<file path="src/rtl/elev_pkg.sv">
`default_nettype none
// ============================================================================
//  Module : elev_pkg
//  Brief  : Shared position/direction encodings and default floor count.
//  Rev    : 1.0
// ============================================================================
package elev_pkg;

    localparam int DEFAULT_NUM_FLOORS = 4;

    localparam logic [1:0] POS_FLOOR   = 2'b00;
    localparam logic [1:0] POS_HALF_UP = 2'b01;
    localparam logic [1:0] POS_HALF_DN = 2'b10;

    localparam logic [1:0] DIR_IDLE = 2'b00;
    localparam logic [1:0] DIR_UP   = 2'b01;
    localparam logic [1:0] DIR_DN   = 2'b10;

endpackage : elev_pkg
`default_nettype wire

</file>
<file path="src/rtl/elev_request_tracker_if.sv">
`default_nettype none
// ============================================================================
//  Module : elev_request_tracker_if
//  Brief  : Request, car-state and relative-vector bundle of the tracker.
//  Rev    : 1.0
// ============================================================================
interface elev_request_tracker_if
    import elev_pkg::*;
#(
    parameter int NUM_FLOORS = DEFAULT_NUM_FLOORS,
    parameter int FLOOR_W    = $clog2(NUM_FLOORS)
);
    logic [NUM_FLOORS-1:0] hall_up_req;
    logic [NUM_FLOORS-1:0] hall_dn_req;
    logic [NUM_FLOORS-1:0] car_req;
    logic [1:0]            pos_cur;
    logic                  open_cur;
    logic [1:0]            dir_cur;
    logic [2:0]            button_up;
    logic [2:0]            button_down;
    logic [2:0]            button_in;
    logic [FLOOR_W-1:0]    floor_cur;
    logic                  pend_any;
    logic                  range_err;

    modport master (
        output hall_up_req, hall_dn_req, car_req, pos_cur, open_cur, dir_cur,
        input  button_up, button_down, button_in, floor_cur, pend_any, range_err
    );

    modport slave (
        input  hall_up_req, hall_dn_req, car_req, pos_cur, open_cur, dir_cur,
        output button_up, button_down, button_in, floor_cur, pend_any, range_err
    );
endinterface : elev_request_tracker_if
`default_nettype wire

</file>
<file path="src/rtl/elev_rel_map.sv">
`default_nettype none
// ============================================================================
//  Module : elev_rel_map
//  Brief  : Absolute pending vector + floor -> {below, above, at} vector.
//  Rev    : 1.0
// ============================================================================
module elev_rel_map
    import elev_pkg::*;
#(
    parameter int NUM_FLOORS = DEFAULT_NUM_FLOORS,
    parameter int FLOOR_W    = $clog2(NUM_FLOORS)
) (
    input  wire logic [NUM_FLOORS-1:0] pending,
    input  wire logic [FLOOR_W-1:0]    floor_idx,
    output logic      [2:0]            rel
);

    logic [NUM_FLOORS-1:0] w_at;
    logic [NUM_FLOORS-1:0] w_above;
    logic [NUM_FLOORS-1:0] w_below;

    for (genvar j = 0; j < NUM_FLOORS; j++) begin : g_floor
        localparam logic [FLOOR_W-1:0] c_idx = FLOOR_W'(j);
        assign w_at[j]    = pending[j] & (c_idx == floor_idx);
        assign w_above[j] = pending[j] & (c_idx >  floor_idx);
        assign w_below[j] = pending[j] & (c_idx <  floor_idx);
    end

    assign rel = {|w_below, |w_above, |w_at};

endmodule : elev_rel_map
`default_nettype wire

</file>
<file path="src/rtl/elev_request_tracker.sv">
`default_nettype none
// ============================================================================
//  Module : elev_request_tracker
//  Brief  : Latches hall/car requests, tracks the car floor, clears served
//           requests and presents relative request vectors to the controllers.
//  Rev    : 1.0
// ============================================================================
module elev_request_tracker
    import elev_pkg::*;
#(
    parameter int NUM_FLOORS = DEFAULT_NUM_FLOORS,
    parameter int FLOOR_W    = $clog2(NUM_FLOORS)
) (
    input  wire logic               clk,
    input  wire logic               reset,
    elev_request_tracker_if.slave   bus
);

    // Hall-up at the top floor and hall-down at the bottom floor do not exist.
    localparam logic [NUM_FLOORS-1:0] c_up_mask = {1'b0, {(NUM_FLOORS-1){1'b1}}};
    localparam logic [NUM_FLOORS-1:0] c_dn_mask = {{(NUM_FLOORS-1){1'b1}}, 1'b0};
    localparam logic [FLOOR_W-1:0]    c_top     = FLOOR_W'(NUM_FLOORS - 1);
    localparam logic [FLOOR_W-1:0]    c_bottom  = '0;

    logic [NUM_FLOORS-1:0] r_pend_up;
    logic [NUM_FLOORS-1:0] r_pend_dn;
    logic [NUM_FLOORS-1:0] r_pend_in;
    logic [FLOOR_W-1:0]    r_floor;
    logic [1:0]            r_pos_prev;
    logic                  r_range_err;

    logic                  w_clr_en;
    logic [NUM_FLOORS-1:0] w_sel;
    logic [NUM_FLOORS-1:0] w_clr_up;
    logic [NUM_FLOORS-1:0] w_clr_dn;
    logic [NUM_FLOORS-1:0] w_clr_in;
    logic                  w_arrive_up;
    logic                  w_arrive_dn;

    assign w_clr_en = bus.open_cur & (bus.pos_cur == POS_FLOOR);
    assign w_sel    = NUM_FLOORS'(1) << r_floor;
    assign w_clr_in = w_clr_en ? w_sel : '0;
    // A car still committed to one direction keeps the opposite hall call.
    assign w_clr_up = (w_clr_en && bus.dir_cur != DIR_DN) ? w_sel : '0;
    assign w_clr_dn = (w_clr_en && bus.dir_cur != DIR_UP) ? w_sel : '0;

    assign w_arrive_up = (r_pos_prev == POS_HALF_UP) & (bus.pos_cur == POS_FLOOR);
    assign w_arrive_dn = (r_pos_prev == POS_HALF_DN) & (bus.pos_cur == POS_FLOOR);

    always_ff @(posedge clk) begin
        if (reset) begin
            r_pend_up   <= '0;
            r_pend_dn   <= '0;
            r_pend_in   <= '0;
            r_floor     <= '0;
            r_pos_prev  <= POS_FLOOR;
            r_range_err <= 1'b0;
        end else begin
            r_pend_up  <= (r_pend_up | (bus.hall_up_req & c_up_mask)) & ~w_clr_up;
            r_pend_dn  <= (r_pend_dn | (bus.hall_dn_req & c_dn_mask)) & ~w_clr_dn;
            r_pend_in  <= (r_pend_in | bus.car_req) & ~w_clr_in;
            r_pos_prev <= bus.pos_cur;
            if (w_arrive_up) begin
                if (r_floor == c_top) r_range_err <= 1'b1;
                else                  r_floor     <= r_floor + 1'b1;
            end else if (w_arrive_dn) begin
                if (r_floor == c_bottom) r_range_err <= 1'b1;
                else                     r_floor     <= r_floor - 1'b1;
            end
        end
    end

    elev_rel_map #(.NUM_FLOORS(NUM_FLOORS), .FLOOR_W(FLOOR_W)) u_map_up (
        .pending   (r_pend_up),
        .floor_idx (r_floor),
        .rel       (bus.button_up)
    );

    elev_rel_map #(.NUM_FLOORS(NUM_FLOORS), .FLOOR_W(FLOOR_W)) u_map_dn (
        .pending   (r_pend_dn),
        .floor_idx (r_floor),
        .rel       (bus.button_down)
    );

    elev_rel_map #(.NUM_FLOORS(NUM_FLOORS), .FLOOR_W(FLOOR_W)) u_map_in (
        .pending   (r_pend_in),
        .floor_idx (r_floor),
        .rel       (bus.button_in)
    );

    assign bus.floor_cur = r_floor;
    assign bus.pend_any  = |(r_pend_up | r_pend_dn | r_pend_in);
    assign bus.range_err = r_range_err;

endmodule : elev_request_tracker
`default_nettype wire

</file>
<file path="src/flat_wrapper.sv">
// flat-port wrapper written by rule: the top's interface ports become plain ports
module elev_request_tracker_flat import elev_pkg::*;
#(
    parameter int NUM_FLOORS = DEFAULT_NUM_FLOORS,
    parameter int FLOOR_W    = $clog2(NUM_FLOORS)
)
  (clk, reset, bus_hall_up_req, bus_hall_dn_req, bus_car_req, bus_pos_cur, bus_open_cur, bus_dir_cur, bus_button_up, bus_button_down, bus_button_in, bus_floor_cur, bus_pend_any, bus_range_err);
  elev_request_tracker_if #(.NUM_FLOORS(NUM_FLOORS), .FLOOR_W(FLOOR_W)) bus_i ();
  input  wire logic clk;
  input  wire logic reset;
  input wire logic [$bits(bus_i.hall_up_req)-1:0] bus_hall_up_req;
  input wire logic [$bits(bus_i.hall_dn_req)-1:0] bus_hall_dn_req;
  input wire logic [$bits(bus_i.car_req)-1:0] bus_car_req;
  input wire logic [$bits(bus_i.pos_cur)-1:0] bus_pos_cur;
  input wire logic [$bits(bus_i.open_cur)-1:0] bus_open_cur;
  input wire logic [$bits(bus_i.dir_cur)-1:0] bus_dir_cur;
  output wire logic [$bits(bus_i.button_up)-1:0] bus_button_up;
  output wire logic [$bits(bus_i.button_down)-1:0] bus_button_down;
  output wire logic [$bits(bus_i.button_in)-1:0] bus_button_in;
  output wire logic [$bits(bus_i.floor_cur)-1:0] bus_floor_cur;
  output wire logic [$bits(bus_i.pend_any)-1:0] bus_pend_any;
  output wire logic [$bits(bus_i.range_err)-1:0] bus_range_err;
  assign bus_i.hall_up_req = bus_hall_up_req;
  assign bus_i.hall_dn_req = bus_hall_dn_req;
  assign bus_i.car_req = bus_car_req;
  assign bus_i.pos_cur = bus_pos_cur;
  assign bus_i.open_cur = bus_open_cur;
  assign bus_i.dir_cur = bus_dir_cur;
  assign bus_button_up = bus_i.button_up;
  assign bus_button_down = bus_i.button_down;
  assign bus_button_in = bus_i.button_in;
  assign bus_floor_cur = bus_i.floor_cur;
  assign bus_pend_any = bus_i.pend_any;
  assign bus_range_err = bus_i.range_err;
  elev_request_tracker #(.NUM_FLOORS(NUM_FLOORS), .FLOOR_W(FLOOR_W)) u_core (.clk(clk), .reset(reset), .bus(bus_i));
endmodule
</file>
<file path="config.mk">
export PLATFORM = sky130hd
export DESIGN_NAME = elev_request_tracker_flat
export DESIGN_NICKNAME = d
export VERILOG_FILES = /design/src/rtl/elev_pkg.sv /design/src/rtl/elev_request_tracker_if.sv /design/src/rtl/elev_rel_map.sv /design/src/rtl/elev_request_tracker.sv /design/src/flat_wrapper.sv
export SDC_FILE = /design/constraint.sdc
export NUM_CORES = 1
export LEC_CHECK = 0
export ABC_AREA = 1
export ABC_CLOCK_PERIOD_IN_PS = 2740
export CAP_MARGIN = 20
export CORE_ASPECT_RATIO = 1.4
export CORE_UTILIZATION = 48
export DETAILED_ROUTE_END_ITERATION = 8
export PLACE_DENSITY = 0.87
export SETUP_SLACK_MARGIN = 0.02
export SYNTH_ARGS = -nofsm -noshare
export SYNTH_HDL_FRONTEND = slang
export SYNTH_SLANG_ARGS = --single-unit
</file>
<file path="constraint.sdc">
create_clock -name clk -period 2.74 [get_ports clk]
set_clock_uncertainty 0.1 [all_clocks]
set_input_delay 0.274 -clock clk [delete_from_list [all_inputs] [get_ports clk]]
set_output_delay 0.274 -clock clk [all_outputs]
set_load 0.05 [all_outputs]
</file>
==> flow_metrics.tcl, run 1 <==
set metrics [dict create \
    status "finished clean" \
    fillers 162 \
    core_area_um2 1820 \
    dr.pass1.iters 4 \
    final_cells 185 \
    rsz0062_at_grt "false" \
    diodes 0 \
    drt_iter0_markers 33 \
    die_area_um2 2200 \
    max_freq_mhz 407 \
    cts_made_buffers 3 \
    numPortBuffers 29 \
    h-tree-depth 1 \
    crit_top_cell "inv_1" \
    synth_cell_types 21 \
    gp_congestion 0.864 \
    routed-wl-met2_um 1270 \
    p_int_mw 0.377 \
    ys_seq_area_frac 0.352 \
    finalWirelength_um 2430 \
    syn_to_final_growth_pct 35.3 \
    grt_pass1_wl_um 3800 \
    initial_core_util 0.530 \
    critPathSlowestCell "dlygate4sd2_1" \
    path_clk_slew_ps 100 \
    ys_warn_count 0 \
    avgSynthCellArea_um2 7.27 \
    wire_per_inst_um 13.2 \
    dr.max_layer_used "met4" \
    die_w_um 39.9 \
    swShare 0.328 \
    seq_area_um2 340 \
    setup_viol 0 \
    cts_tree "yes" \
    gr-total-overflow 0 \
    setup_tns_ps 0 \
    vias 992 \
    synth-seq-cells 17 \
    min_path_type "reg -> reg" \
    critPathMaxStageDelay_ps 550 \
    cp_cell_sequence "inv_1, ha_1, inv_1, o221ai_1, dlygate4sd2_1" \
    p_leak_nw 0.669 \
    required_ps 2370 \
    cts_root_buf "clkbuf_4" \
    path_class "reg -> out" \
    grt_max_degree 12 \
    critPathMaxFanout 7 \
    drive_gt1_frac 0.0424 \
    start_kind "flip-flop" \
    maxSlewViolCount 0 \
    die_y_um 55.1 \
    cp_top_family "buffers and inverters" \
    end_kind "output pin" \
    grtUsageTotal 0.252 \
    row_count 18 \
    fin_nets 192 \
    hold_viol 0 \
    critical_path_arrival_ps 2080 \
    crit_buf_inv 3 \
    grt_pass1_vias 878 \
    worst_pin_slew_ps 504 \
    postCtsSetupBuffers 0 \
    cap_viol_max_count 0 \
    antenna_found_initial 0 \
    cts.sinks 17 \
    pwr-share-clk 0.237 \
    ir_worst_vdd_mv 0.283 \
    period_minus_slack_ps 2460 \
    netlist_area_um2 967 \
    route.detailed.drc 0 \
    ant_nets 0 \
    insertion_delay_ps 290 \
    worst-r2r-setup-slack_ps 1130 \
    ctsHoldBuffers 0 \
    multiInputGateArea_um2 522 \
    ios 32 \
    p_per_area_nw_per_um2 429 \
    fin_crit_sh 0.896 \
    combPwrFrac 0.271 \
    clockBufferDepth 2 \
    switching_power_mw 0.184 \
    wl_met1_um 1070 \
    p_total_mw 0.561 \
    pwr-share-seq 0.492 \
    via_per_inst 5.36 \
    syn_inst 133 \
    relSlewSlack 0.663 \
    wl_met3_um 85 \
    post-place-cells 181 \
    synth_fp_nets 159 \
    dp_hpwl_um 1940 \
]
synth_stat cells:
library cell / number / share of area
nand2_2: 1 / 0.0065
o21ai_0: 13 / 0.067
ha_1: 7 / 0.091
o221ai_1: 3 / 0.027
a21oi_1: 3 / 0.016
inv_1: 25 / 0.097
dfxtp_1: 17 / 0.35
a31oi_1: 1 / 0.0065
nand4_1: 2 / 0.013
o22ai_1: 2 / 0.013
nor2_1: 18 / 0.070
buf_6: 1 / 0.012
nand2_1: 20 / 0.078
o211ai_1: 4 / 0.031
o21ai_2: 1 / 0.0091
nor2_2: 1 / 0.0065
nor3b_4: 1 / 0.019
a22oi_1: 3 / 0.023
nor4_1: 3 / 0.019
o31ai_1: 3 / 0.023
nand3_1: 4 / 0.021
state kept, by name (all words and copies together), names as in the netlist:
signal and count:
u_core.r_pos_prev 2, u_core.r_pend_in 4, u_core.bus.floor_cur 2, u_core.r_pend_dn 4, u_core.bus.range_err 1, u_core.r_pend_up 4
stage by stage:
step / setup WS, ps / hold slack (ps) / utilization / instance area [um2]
after global placement: 349 / 358 / 0.697 / 1270
after global routing: 149 / 447 / 0.717 / 1310
after floorplan: -69.2 / 245 / - / 967
after detailed placement: 315 / 375 / 0.697 / 1270
final: 284 / 404 / 0.717 / 1310
after CTS: 35.6 / 397 / 0.709 / 1290
power by group through the flow:
stage / Combinational [mW] / Clock, mW / Sequential (mW)
floorplan: 0.0909 / 0 / 0.282
global placement: 0.154 / 0 / 0.281
detailed placement: 0.156 / 0 / 0.282
CTS: 0.153 / 0.136 / 0.276
global route: 0.164 / 0.146 / 0.278
finish: 0.152 / 0.133 / 0.276
worst min-delay path: stages, from the launching register on:
cell	delay, ps
dfxtp_1	340
o21ai_0	90
inv_1	50
cell usage in the layout (no fill, tap or decap), types with 2 or more instances in the layout:
master | netlist | routed
inv_1 | 25 | 25
nand2_1 | 20 | 20
clkdlybuf4s50_1 | 0 | 20
nor2_1 | 18 | 18
dfxtp_1 | 17 | 17
o21ai_0 | 13 | 13
ha_1 | 7 | 7
dlymetal6s2s_1 | 0 | 6
nand3_1 | 4 | 4
o211ai_1 | 4 | 4
nor4_1 | 3 | 3
a22oi_1 | 3 | 3
o31ai_1 | 3 | 3
o221ai_1 | 3 | 3
a21oi_1 | 3 | 3
clkbuf_4 | 0 | 3
dlygate4sd2_1 | 0 | 3
o22ai_1 | 2 | 2
nand4_1 | 2 | 2
layout make-up:
cell class                      instances  share of cell area
Sequential cell                        17               0.260
Timing Repair Buffer                   29               0.230
Tap cell                               20              0.0191
Inverter                               25              0.0717
Clock buffer                            4              0.0201
Multi-Input combinational cell         90               0.399
layer usage:
| metal | vias up | GRT usage |
|---|---|---|
| li1 | 511 | - |
| met1 | 460 | 0.304 |
| met2 | 19 | 0.438 |
| met3 | 2 | 0.0360 |
| met4 | 0 | 0.0920 |
| met5 | - | 0 |
path summary, 6_finish.rpt:
check	startpoint	depth (start not counted)	end
worst max-delay path	u_core.bus.floor_cur[1]$_SDFFE_PP0P_	5	bus_button_down[1]
worst max register to register	u_core.bus.floor_cur[1]$_SDFFE_PP0P_	9	u_core.bus.floor_cur[1]$_SDFFE_PP0P_
worst min register to register	u_core.bus.range_err$_SDFFE_PP0P_	2	u_core.bus.range_err$_SDFFE_PP0P_
worst min-delay path	u_core.bus.range_err$_SDFFE_PP0P_	2	u_core.bus.range_err$_SDFFE_PP0P_
kinds of logic (layout without fill, tap and decap cells):
logic type,after synthesis,count (layout),synth area share
and+or+nand+nor,50,50,0.233
AOI/OAI and AO/OA,33,33,0.216
buffers and inverters,26,58,0.109
DFF,17,17,0.352
adders and majority gates,7,7,0.0906
timing repair:
item	in CTS	in global routing
resized for setup	3	6
cloned	0	0
endpoints found under the setup margin	3	6
Power figures use the tool's default switching activity.
==> run 2, diff against run 1 <==
- ABC_AREA: 1 -> unset
==> run 2 against run 1 <==
Compared with the run above:
- clock power barely moved
- total power rose by 1.6%
- hold slack lost 15 ps
- die area is 0.73% lower
- combinational power rose by 4%
- sequential power barely moved
- final cell count fell by 18%
- final area down 0.67%
- worst setup slack lost 130 ps
- non-clock buffer count is 1 higher
- synthesized cell count down 24%
- area after synthesis down 0.78%
- critical endpoint is now bus_button_down[0]
- largest power group unchanged
- highest routed layer unchanged
==> flow_metrics.tcl, run 2 <==
set metrics [dict create \
    status "finished clean" \
    via_per_inst 5.94 \
    path_clk_slew_ps 100 \
    synth_cell_types 26 \
    gr-total-overflow 0 \
    setup_tns_ps 0 \
    critPathSlowestCell "clkdlybuf4s50_1" \
    grtUsageTotal 0.249 \
    synth_most_common_cell "dfxtp_1" \
    drt_iter0_markers 25 \
    setup_viol 0 \
    vias 897 \
    grt_max_degree 18 \
    end_kind "output pin" \
    dr.pass1.iters 4 \
    synth-seq-cells 17 \
    insertion_delay_ps 290 \
    min_path_type "reg -> reg" \
    ys_top_cells_by_area "dfxtp_1 35%, ha_1 9.1%, a211oi_2 7.8%, nor2b_1 6.5%, a221o_1 6.3%" \
    async_flop_share 0 \
    avgSynthCellArea_um2 9.50 \
    worst_pin_slew_ps 703 \
    rsz0062_at_grt "false" \
    multiInputGateArea_um2 584 \
    synth_edf_count 0 \
    fillers 146 \
    wire_per_inst_um 15.4 \
    critPathMaxFanout 9 \
    netlist_area_um2 960 \
    core_area_um2 1820 \
    cts.sinks 17 \
    yosysTopAreaCell "dfxtp_1" \
    ir_worst_vdd_mv 0.307 \
    cts_made_buffers 3 \
    numPortBuffers 29 \
    final_cell_mix "21 x clkdlybuf4s50_1, 17 x dfxtp_1, 15 x nor2_1" \
    clockBufferDepth 2 \
    syn_to_final_growth_pct 35.5 \
    finalWirelength_um 2330 \
    min_from "u_core.bus.range_err$_SDFFE_PP0P_" \
    ios 32 \
    diodes 0 \
    die_y_um 54.9 \
    hold_viol 0 \
    layout_commonest_cell "clkdlybuf4s50_1" \
    grt_pass1_wl_um 3800 \
    h-tree-depth 1 \
    p_leak_nw 0.581 \
    gp_congestion 0.835 \
    cp_cell_sequence "inv_1, ha_1, a22oi_1, nand2_1, clkdlybuf4s50_1" \
    required_ps 2370 \
    ant_nets 0 \
    ys_warn_count 0 \
    fin_ws_ps 158 \
    die_w_um 39.8 \
    seq_area_um2 340 \
    path_class "reg -> out" \
    ys_seq_area_frac 0.355 \
    final_cells 151 \
    start_kind "flip-flop" \
    fin_crit_sh 0.942 \
    initial_core_util 0.526 \
    yosysTopAreaCellShare 0.355 \
    cap_viol_max_count 0 \
    relSlewSlack 0.530 \
    place_ws_ps 376 \
    period_minus_slack_ps 2580 \
    synth_fp_nets 127 \
    worstSetupStartpoint "u_core.bus.floor_cur[0]$_SDFFE_PP0P_" \
    synth_common_cells "17 x dfxtp_1, 15 x nor2_1, 10 x nor2b_1" \
    cts_root_buf "clkbuf_4" \
    grt_pass1_vias 916 \
    post-place-cells 147 \
    max_freq_mhz 387 \
    fin_nets 158 \
    final_util 0.713 \
    rr_startpoint "u_core.bus.floor_cur[0]$_SDFFE_PP0P_" \
    maxSlewViolCount 0 \
    whs_ps 389 \
    route.detailed.drc 0 \
    drive_gt1_frac 0.115 \
    syn_inst 101 \
    critical_path_arrival_ps 2210 \
    p_per_area_nw_per_um2 439 \
    die_area_um2 2180 \
    dp_hpwl_um 1710 \
    reg_top3 "u_core.r_pend_dn (4), u_core.r_pend_in (4), u_core.r_pend_up (4)" \
    synth_flop_cell "dfxtp_1" \
    critPathMaxStageDelay_ps 790 \
    antenna_found_initial 0 \
    row_count 18 \
    cts_tree "yes" \
]
[run 2: cell type report]
class                      instances  share of cell area
inverter                           3             0.00866
tap                               20              0.0192
multi-input combinational         77               0.449
sequential                        17               0.262
timing repair buffer              30               0.241
clock buffer                       4              0.0202
[run 2: critical path, delay by kind of cell (launching register included)]
kind,cells,cell delay (ps)
simple gates,1,90
compound gates,1,120
fa+ha+maj,1,390
buf+inv,2,960
flops,1,360
[run 2: path summary, 6_finish.rpt]
| kind | cells past startpoint | end | slack (ps) |
|---|---|---|---|
| worst min register to register | 2 | u_core.bus.range_err$_SDFFE_PP0P_ | 390 |
| worst min-delay path | 2 | u_core.bus.range_err$_SDFFE_PP0P_ | 390 |
| worst max-delay path | 5 | bus_button_down[0] | 160 |
| worst max register to register | 6 | u_core.bus.floor_cur[0]$_SDFFE_PP0P_ | 1050 |
[run 2: stage by stage]
stage	total power, mW	instance area, um2
floorplan	0.379	960
global placement	0.437	1260
detailed placement	0.441	1260
CTS	0.575	1280
global route	0.594	1300
finish	0.570	1300
[run 2: metal layers]
layer	track usage	vias up	part of all wire
met4	0.126	0	0.0099
li1	-	427	-
met3	0.0280	4	0.055
met5	0	-	0
met1	0.284	424	0.41
met2	0.440	42	0.53
[run 2: power by group]
part / total, mW / internal (mW) / leakage (nW) / switching, mW
Sequential: 0.278 / 0.261 / 0.141 / 0.0165
Clock: 0.135 / 0.0566 / 0.0150 / 0.0783
Combinational: 0.158 / 0.0699 / 0.425 / 0.0878
Total: 0.570 / 0.388 / 0.581 / 0.183
[run 2: kinds of logic after synthesis]
family | synth area share
compound gates | 0.284
simple gates | 0.205
xor+xnor | 0.0183
mux | 0.0104
buf+inv | 0.0365
flops | 0.355
fa+ha+maj | 0.0913
[run 2: what timing repair did]
item | in CTS | in global routing
endpoints found under the setup margin | 0 | 7
resized for setup | 0 | 7
hold buffers | 0 | 0
buffers inserted | 0 | 0
hold endpoints to repair | 0 | 0
==> run 3, diff against run 2 <==
- ABC_AREA: unset -> 1
- CELL_PAD_IN_SITES_DETAIL_PLACEMENT: unset -> 0
- CELL_PAD_IN_SITES_GLOBAL_PLACEMENT: unset -> 1
- CORE_UTILIZATION: 48 -> 33
- PLACE_DENSITY: 0.87 -> 0.86
- RECOVER_POWER: unset -> 25
==> run 3 against run 2 <==
Compared with the run above:
- clock-buffer cell count decreased by 1
- largest cell class unchanged
- clock power barely moved
- non-clock buffer count decreased by 1
- highest routed layer unchanged
- critical endpoint is now bus_button_in[0]
- largest power group unchanged
==> flow_metrics.tcl, run 3 (synthesis results as in run 1) <==
set metrics [dict create \
    final_cell_area_um2 1290 \
    ios 32 \
    hold_path_depth 2 \
    final_cells 201 \
    critical_path_arrival_ps 2130 \
    antenna_found_initial 0 \
    cts_made_buffers 3 \
    cp_cell_sequence "inv_1, ha_1, inv_1, o21ai_0, dlygate4sd2_1" \
    die_y_um 66.1 \
    insertion_delay_ps 290 \
    reg_top3 "u_core.r_pend_dn (4), u_core.r_pend_in (4), u_core.r_pend_up (4)" \
    grt_pass1_vias 934 \
    ant_nets 0 \
    grt_max_degree 12 \
    path_clk_slew_ps 100 \
    p_leak_nw 0.590 \
    worst_pin_slew_ps 954 \
    relSlewSlack 0.363 \
    ir_worst_vdd_mv 0.170 \
    fillers 298 \
    hold_path_end "u_core.bus.range_err$_SDFFE_PP0P_" \
    crit_top_cell "inv_1" \
    finalWirelength_um 2570 \
    post-place-cells 197 \
    min_from "u_core.bus.range_err$_SDFFE_PP0P_" \
    die_w_um 47.8 \
    r2r_end "u_core.bus.floor_cur[1]$_SDFFE_PP0P_" \
    worst-r2r-setup-slack_ps 1150 \
    dpl_cell_area_um2 1290 \
    max_freq_mhz 400 \
    hold_viol 0 \
    core_area_um2 2700 \
    numPortBuffers 29 \
    vias 1006 \
    setup_viol 0 \
    critPathMaxFanout 7 \
    cts.sinks 17 \
    p_per_area_nw_per_um2 433 \
    rr_startpoint "u_core.bus.floor_cur[1]$_SDFFE_PP0P_" \
    grt-busiest-layer "met2" \
    dr.pass1.iters 4 \
    cp_top_family "buffers and inverters" \
    die_area_um2 3150 \
    path_class "reg -> out" \
    crit_buf_inv 3 \
    grt_use_met1 0.194 \
    start_kind "flip-flop" \
    clockBufferDepth 2 \
    row_count 22 \
    min_path_type "reg -> reg" \
    gp_congestion 1.02 \
    reg2reg_depth 9 \
    grt_pass1_wl_um 3930 \
    dp_hpwl_um 2020 \
    period_minus_slack_ps 2500 \
    ctsHoldBuffers 0 \
    drive_gt1_frac 0.0424 \
    grt_use_met2 0.297 \
    h-tree-depth 1 \
    cts_tree "yes" \
    end_kind "output pin" \
    use_met3 0.0164 \
    rsz0062_at_grt "false" \
    grtUsageTotal 0.173 \
    maxSlewViolCount 0 \
    syn_to_final_growth_pct 33.5 \
    whs_ps 384 \
    gr-total-overflow 0 \
    via_per_inst 5.00 \
    required_ps 2370 \
    fin_nets 192 \
    status "finished clean" \
    wire_per_inst_um 12.8 \
    layout_commonest_cell "inv_1" \
    initial_core_util 0.359 \
    drt_iter0_markers 25 \
    final_cell_mix "25 x inv_1, 20 x nand2_1, 18 x nor2_1, 18 x clkdlybuf4s50_1, 17 x dfxtp_1" \
    diodes 0 \
    critPathMaxStageDelay_ps 560 \
    final_util 0.479 \
    cap_viol_max_count 0 \
    cts_root_buf "clkbuf_4" \
    route.detailed.drc 0 \
    fin_crit_sh 0.913 \
    critPathSlowestCell "dlygate4sd2_1" \
]
[run 3: worst max path at each step]
stage	startpoint	endpoint	slack [ps]	cells after the start
after floorplan	u_core.bus.floor_cur[1]$_SDFFE_PP0P_	bus_button_down[2]	-70	3
after CTS	u_core.bus.floor_cur[1]$_SDFFE_PP0P_	bus_button_in[0]	230	5
final	u_core.bus.floor_cur[1]$_SDFFE_PP0P_	bus_button_in[0]	240	5
after global routing	u_core.bus.floor_cur[1]$_SDFFE_PP0P_	bus_button_in[0]	70	5
after detailed placement	u_core.bus.floor_cur[1]$_SDFFE_PP0P_	bus_button_in[0]	270	5
after global placement	u_core.bus.floor_cur[1]$_SDFFE_PP0P_	bus_button_in[1]	330	5
[run 3: what timing repair did]
action / in CTS / in global routing
endpoints found under the hold margin: 0 / 0
setup buffers: 0 / 0
endpoints found under the setup margin: 8 / 0
gates resized for setup: 8 / 0
[run 3: worst register-to-register path: stages, from the launching register on]
cell     delay, ps
dfxtp_1        460
inv_1          180
ha_1           210
inv_1          150
nand3_1        100
nand2_1         80
nand2_2         70
nand2_1         60
nand2_1         50
nor2_1          80
[run 3: power breakdown]
part | internal, mW | switching (mW)
clock network | 0.0543 | 0.0815
registers | 0.261 | 0.0150
logic | 0.0543 | 0.0921
[run 3: layout make-up]
type | count | area, um2 | share of cell area
clock inverter | 1 | 5.00 | 0.00388
inverter | 25 | 93.8 | 0.0727
sequential | 17 | 340 | 0.264
timing repair buffer | 29 | 278 | 0.215
multi-input combinational | 90 | 507 | 0.392
clock buffer | 3 | 22.5 | 0.0174
tap | 36 | 45.0 | 0.0349
[run 3: metal layers]
layer	share of wire	wire length, um
met4	0.023	59
met1	0.40	1030
met5	0	0
met3	0.056	144
met2	0.52	1330
[run 3: through the flow]
step	TNS [ps]	setup slack, ps	total power [mW]
after floorplan	-208	-69.2	0.373
after global placement	0	333	0.436
after detailed placement	0	274	0.438
after CTS	0	230	0.567
after global routing	0	73.4	0.589
final	0	238	0.559
